==> config.mk <==
export PLATFORM = sky130hd
export DESIGN_NAME = gcd_sched
export DESIGN_NICKNAME = d
export VERILOG_FILES = /design/src/rtl/gcd_pkg.sv /design/src/rtl/rr_arbiter.sv /design/src/rtl/gcd_sched.sv
export SDC_FILE = /design/constraint.sdc
export NUM_CORES = 1
export LEC_CHECK = 0
export CAP_MARGIN = 30
export CORE_MARGIN = 3
export CORE_UTILIZATION = 35
export CTS_CLUSTER_DIAMETER = 30
export CTS_CLUSTER_SIZE = 12
export DETAILED_ROUTE_END_ITERATION = 7
export PLACE_DENSITY = 0.7
export SKIP_LAST_GASP = 1
export SLEW_MARGIN = 20
export SYNTH_ARGS = -nofsm -noshare
export SYNTH_HDL_FRONTEND = slang
export SYNTH_HIERARCHICAL = 1
export SYNTH_SLANG_ARGS = --single-unit
export TNS_END_PERCENT = 50
==> constraint.sdc <==
create_clock -name clk -period 7.8 [get_ports clk]
set_clock_uncertainty 0.05 [all_clocks]
set_input_delay 1.56 -clock clk [delete_from_list [all_inputs] [get_ports clk]]
set_output_delay 1.56 -clock clk [all_outputs]
set_load 0.05 [all_outputs]
==> src/rtl/gcd_pkg.sv <==
`default_nettype none
// +----------------------------------------------------------------------+
// | gcd_pkg : shared state encoding and datapath mux-select patterns     |
// | Revision : 1.0                                                       |
// +----------------------------------------------------------------------+
package gcd_pkg;

    typedef enum logic [2:0] {
        ST_IDLE   = 3'd0,
        ST_LOAD_A = 3'd1,
        ST_LOAD_B = 3'd2,
        ST_ITER   = 3'd3,
        ST_RESP   = 3'd4
    } state_t;

    // Subtractor operand selects, packed as {sel1, sel2}
    localparam logic [1:0] c_SUB_A_MINUS_B = 2'b01;
    localparam logic [1:0] c_SUB_B_MINUS_A = 2'b10;
    localparam logic       c_SEL_DATA_IN   = 1'b1;

endpackage
`default_nettype wire

==> src/rtl/rr_arbiter.sv <==
`default_nettype none
// +----------------------------------------------------------------------+
// | rr_arbiter : combinational round-robin grant with registered pointer |
// | Revision : 1.0                                                       |
// +----------------------------------------------------------------------+
module rr_arbiter #(
    parameter int NUM_REQ = 4,
    parameter int ID_W    = 2
) (
    input  logic               clk,
    input  logic               rst_n,
    input  logic [NUM_REQ-1:0] req,
    input  logic               en,
    output logic [NUM_REQ-1:0] grant,
    output logic [ID_W-1:0]    grant_id,
    output logic               grant_valid
);

    logic [ID_W-1:0] r_ptr;
    logic [ID_W:0]   w_idx;

    // Walk from the farthest candidate back to ptr+1 so the nearest one wins
    always_comb begin
        grant       = '0;
        grant_id    = '0;
        grant_valid = 1'b0;
        w_idx       = '0;
        for (int off = NUM_REQ; off >= 1; off--) begin
            w_idx = {1'b0, r_ptr} + (ID_W+1)'(off);
            if (w_idx >= (ID_W+1)'(NUM_REQ)) begin
                w_idx = w_idx - (ID_W+1)'(NUM_REQ);
            end
            if (req[w_idx[ID_W-1:0]]) begin
                grant                    = '0;
                grant[w_idx[ID_W-1:0]]   = 1'b1;
                grant_id                 = w_idx[ID_W-1:0];
                grant_valid              = 1'b1;
            end
        end
    end

    always_ff @(posedge clk or negedge rst_n) begin
        if (!rst_n) begin
            r_ptr <= ID_W'(NUM_REQ - 1);
        end else if (en && grant_valid) begin
            r_ptr <= grant_id;
        end
    end

endmodule
`default_nettype wire

==> src/rtl/gcd_sched.sv <==
`default_nettype none
// +----------------------------------------------------------------------+
// | gcd_sched : round-robin scheduler sharing one GCD datapath between   |
// |             NUM_REQ requesters, with id-tagged responses             |
// | Revision : 1.0                                                       |
// +----------------------------------------------------------------------+
module gcd_sched
    import gcd_pkg::*;
#(
    parameter int NUM_REQ  = 4,
    parameter int W        = 16,
    parameter int ID_W     = 2,
    parameter int MAX_ITER = 65535
) (
    input  logic                 clk,
    input  logic                 rst_n,
    input  logic [NUM_REQ-1:0]   req_valid,
    input  logic [NUM_REQ*W-1:0] req_a,
    input  logic [NUM_REQ*W-1:0] req_b,
    output logic [NUM_REQ-1:0]   req_ready,
    output logic                 rsp_valid,
    input  logic                 rsp_ready,
    output logic [ID_W-1:0]      rsp_id,
    output logic [W-1:0]         rsp_gcd,
    output logic                 rsp_err,
    output logic [W-1:0]         dp_data_in,
    output logic                 dp_ldA,
    output logic                 dp_ldB,
    output logic                 dp_sel1,
    output logic                 dp_sel2,
    output logic                 dp_selin,
    input  logic                 dp_lt,
    input  logic                 dp_gt,
    input  logic                 dp_eq,
    input  logic [W-1:0]         dp_aout
);

    localparam int              CNT_W        = $clog2(MAX_ITER + 1);
    localparam logic [CNT_W-1:0] c_MAX_ITER  = CNT_W'(MAX_ITER);
    localparam logic [CNT_W-1:0] c_CNT_ONE   = CNT_W'(1);

    state_t             r_state;
    logic [W-1:0]       r_op_a;
    logic [W-1:0]       r_op_b;
    logic [CNT_W-1:0]   r_cnt;

    logic [NUM_REQ-1:0] w_grant;
    logic [ID_W-1:0]    w_gid;
    logic               w_gvalid;
    logic               w_idle;
    logic               w_cnt_max;
    logic [W-1:0]       w_gnt_a;
    logic [W-1:0]       w_gnt_b;

    assign w_idle    = (r_state == ST_IDLE);
    assign w_cnt_max = (r_cnt == c_MAX_ITER);
    assign req_ready = (rst_n && w_idle) ? w_grant : '0;

    rr_arbiter #(
        .NUM_REQ (NUM_REQ),
        .ID_W    (ID_W)
    ) u_arb (
        .clk         (clk),
        .rst_n       (rst_n),
        .req         (req_valid),
        .en          (w_idle),
        .grant       (w_grant),
        .grant_id    (w_gid),
        .grant_valid (w_gvalid)
    );

    always_comb begin
        w_gnt_a = '0;
        w_gnt_b = '0;
        for (int i = 0; i < NUM_REQ; i++) begin
            if (w_grant[i]) begin
                w_gnt_a = req_a[i*W +: W];
                w_gnt_b = req_b[i*W +: W];
            end
        end
    end

    always_ff @(posedge clk or negedge rst_n) begin
        if (!rst_n) begin
            r_state   <= ST_IDLE;
            r_op_a    <= '0;
            r_op_b    <= '0;
            r_cnt     <= '0;
            rsp_valid <= 1'b0;
            rsp_id    <= '0;
            rsp_gcd   <= '0;
            rsp_err   <= 1'b0;
        end else begin
            case (r_state)
                ST_IDLE: begin
                    if (w_gvalid) begin
                        r_op_a <= w_gnt_a;
                        r_op_b <= w_gnt_b;
                        rsp_id <= w_gid;
                        // A zero operand would never reach eq in the datapath
                        if (w_gnt_a == '0 || w_gnt_b == '0) begin
                            rsp_gcd   <= w_gnt_a | w_gnt_b;
                            rsp_err   <= 1'b0;
                            rsp_valid <= 1'b1;
                            r_state   <= ST_RESP;
                        end else begin
                            r_state <= ST_LOAD_A;
                        end
                    end
                end
                ST_LOAD_A: r_state <= ST_LOAD_B;
                ST_LOAD_B: begin
                    r_cnt   <= '0;
                    r_state <= ST_ITER;
                end
                ST_ITER: begin
                    if (dp_eq) begin
                        rsp_gcd   <= dp_aout;
                        rsp_err   <= 1'b0;
                        rsp_valid <= 1'b1;
                        r_state   <= ST_RESP;
                    end else if (w_cnt_max) begin
                        rsp_err   <= 1'b1;
                        rsp_valid <= 1'b1;
                        r_state   <= ST_RESP;
                    end else if (dp_gt || dp_lt) begin
                        r_cnt <= r_cnt + c_CNT_ONE;
                    end
                end
                ST_RESP: begin
                    if (rsp_ready) begin
                        rsp_valid <= 1'b0;
                        r_state   <= ST_IDLE;
                    end
                end
                default: begin
                    rsp_valid <= 1'b0;
                    r_state   <= ST_IDLE;
                end
            endcase
        end
    end

    always_comb begin
        dp_data_in = '0;
        dp_ldA     = 1'b0;
        dp_ldB     = 1'b0;
        dp_sel1    = 1'b0;
        dp_sel2    = 1'b0;
        dp_selin   = 1'b0;
        case (r_state)
            ST_LOAD_A: begin
                dp_data_in = r_op_a;
                dp_selin   = c_SEL_DATA_IN;
                dp_ldA     = 1'b1;
            end
            ST_LOAD_B: begin
                dp_data_in = r_op_b;
                dp_selin   = c_SEL_DATA_IN;
                dp_ldB     = 1'b1;
            end
            ST_ITER: begin
                // No subtraction on the cycle that reports the result or the limit
                if (!dp_eq && !w_cnt_max) begin
                    if (dp_gt) begin
                        {dp_sel1, dp_sel2} = c_SUB_A_MINUS_B;
                        dp_ldA             = 1'b1;
                    end else if (dp_lt) begin
                        {dp_sel1, dp_sel2} = c_SUB_B_MINUS_A;
                        dp_ldB             = 1'b1;
                    end
                end
            end
            default: ;
        endcase
    end

endmodule
`default_nettype wire

==> results.txt <==
Final Net Count = 858
setup slack at placement = 1470 ps
Routed wire per std cell = 20.0 um
crit share post-route = 79.6%
largest net degree at the start of global routing = 78
cell area power density = 537 nW/um^2
number of port buffers = 198
vias = 4973
drt total wl = 17.5 mm
HP Start = rsp_id[0]
CTS sink cnt = 73
Slew @ Worst Pin = 939 ps
max_slew headroom = 36.9%
critical path class = in -> out
Hold-fix buffers, CTS = 0
Post-CTS Setup Bufs = 0
H-tree level count = 3
placed cell areas = 6910 um^2
total power draw = 3.89 mW
Final Util = 54.1%
Max Buffers Root-to-Sink = 2
#FFs+latches synth = 73
number of global-route vias before repair = 5134
syn_area_per_cell = 9.31 um^2
CP startpoint kind = input pin
Die X = 124 um
number of buffers created by CTS = 9
grt ovf = 0
DIE AREA = 15300 um^2
most common cell after layout, fill and taps aside = clkdlybuf4s50_1
global-route wire length before repair = 27.1 mm
initial core utilization = 36.1%
post-detail-place hpwl = 13.5 mm
status = finished clean
register area share after synthesis = 37.8%
num rows = 42
Compound-Gate Fraction of Synth Area = 22.1%
fin cells = 879
Hold Fails Final Rpt = 0
core region area = 13400 um^2
Area Overhead vs Synth = 49.6%
RSZ-0062 raised after global routing = false
hold crit path type = reg -> reg
Synth area leaders = dfrtp_1, mux2_2, nor2_1
DR iter-0 viols = 371
Final ANT Viol Nets = 0
Worst-Skew Late Latency = 330 ps
Post-synth EDFFs = 0
Endpoint, Worst Hold = rsp_id[0]
vias per cell = 5.66
final setup margin = 1590 ps
reg2reg start = u_arb/r_ptr[0]
Netlist cell types = 57
initial antenna violation count = 0
reg2reg setup slack = 2270 ps
post-synthesis adder-cell area fraction = 1.55%
commonest cells after routing, fill and taps aside = clkdlybuf4s50_1, nor2_1, dfrtp_1
LEAKAGE = 2.88 nW
yosys warns = 6
Finish-stage setup viols = 0
Max-Cap Viols = 0
min Tclk post-route = 6210 ps
post-route cell area = 7250 um^2
total track usage = 23.1%
xor and xnor area share after synthesis = 2.53%
FF-to-FF End = rsp_gcd[9]
crit end category = output pin
top cell type by total area after synthesis = dfrtp_1
largest family of logic cells by synthesized area = compound AO/OA/AOI/OAI gates
max-slew violations = 0
Hold WS = 451 ps
setup TNS = 0 ps
critical path fanouts, max = 35
IO Pins = 199
Root Driver = clkbuf_16
Synth async-reset ratio = 100%
Residual DRC = 0
First-pass DRT Iterations = 5
ANT cells = 0
VDD IR max = 0.256 mV
GPL Wtd Cong = 0.883
Gate Count Post-Synth = 520
commonest register cell after synthesis = dfrtp_1
post-synth top area share = 36.7%
multiplexer share of the synthesized area = 14.6%
Worst R2R Path Depth = 15
clk slew on worst S/H paths = 50 ps
Worst EP arrival = 4600 ps
synthesized area = 4840 um^2
DP Cell Count = 861
TritonCTS clock tree = done
Simple-Gate Fraction of Synth Area = 16.6%
CP required = 6190 ps
Hold Path Depth = 1
Die Ht = 124 um
max frequency = 0.161 GHz
cells resized by post-CTS repair = 0
share of post-route cells with drive strength above 1 = 13.4%
Net Count, Synth = 680
flip-flops by register name, summed over array words and instances (netlist names):
| register | cells |
|---|---|
| rsp_err | 1 |
| rsp_id | 2 |
| r_state | 3 |
| r_cnt | 16 |
| rsp_valid | 1 |
| r_op_b | 16 |
| rsp_gcd | 16 |
| r_op_a | 16 |
| u_arb/r_ptr | 2 |
power by group:
group	internal, mW	switching, mW
logic	1.09	1.73
clock network	0.255	0.150
registers	0.545	0.119
total	1.89	2.00
worst max-delay path: stages:
cell and delay, ps:
clkdlybuf4s50_1 620, mux2_2 400, nor3_2 210, o21ai_0 180
a41oi_2 210, buf_4 360, and3_1 220, clkdlybuf4s50_1 830
cells by family (layout without fill, tap and decap cells):
kind of cell	after synthesis	count (layout)
buf+inv	49	232
simple gates	170	170
flops	73	73
fa+ha+maj	6	6
compound gates	148	148
mux	60	60
xor+xnor	14	14
synth_stat cells (3+ instances only):
| master | count |
|---|---|
| xor2_1 | 9 |
| a41oi_1 | 5 |
| mux2i_1 | 4 |
| nand4_1 | 5 |
| nand2_1 | 16 |
| and3_1 | 5 |
| xnor2_1 | 5 |
| nand2b_1 | 4 |
| nor3b_1 | 4 |
| o21a_1 | 3 |
| o211ai_1 | 3 |
| inv_1 | 11 |
| nor4_1 | 8 |
| ha_1 | 6 |
| a22o_1 | 17 |
| mux2_2 | 45 |
| nor2_1 | 96 |
| buf_6 | 5 |
| a221oi_1 | 31 |
| a21oi_1 | 21 |
| buf_2 | 10 |
| dfrtp_1 | 71 |
| nor3_1 | 10 |
| clkbuf_1 | 22 |
| o22ai_1 | 37 |
| o21ai_0 | 16 |
| mux2_4 | 10 |
| nand3_1 | 4 |
cell type report:
class                   count  area (um^2)
fillers                  1219         6150
multi-input cells         398         2790
repair buffers            205         2070
flip-flops and latches     73         1830
clock buffers              13          250
well taps                 176          220
inverters                  11         41.3
clock inverters             3         40.0
layer usage:
| layer | GRT usage, % | part of all wire (%) | vias to the layer above |
|---|---|---|---|
| li1 | - | - | 2306 |
| met1 | 27.4 | 40 | 2429 |
| met2 | 41.6 | 52 | 206 |
| met3 | 6.09 | 6.0 | 32 |
| met4 | 5.61 | 2.3 | 0 |
| met5 | 0 | 0 | - |
worst max path at each step:
| stage | startpoint | endpoint | slack [ps] | cells after the start |
|---|---|---|---|---|
| final | req_valid[1] | req_ready[1] | 1590 | 8 |
| after global routing | req_valid[1] | req_ready[1] | 1470 | 8 |
| after CTS | req_valid[1] | req_ready[1] | 1640 | 8 |
| after detailed placement | req_valid[1] | rsp_gcd[9] | 1470 | 12 |
| after global placement | req_valid[1] | rsp_gcd[10] | 1570 | 13 |
| after floorplan | dp_eq | dp_ldB | 2730 | 4 |
Power figures use the tool's default switching activity.
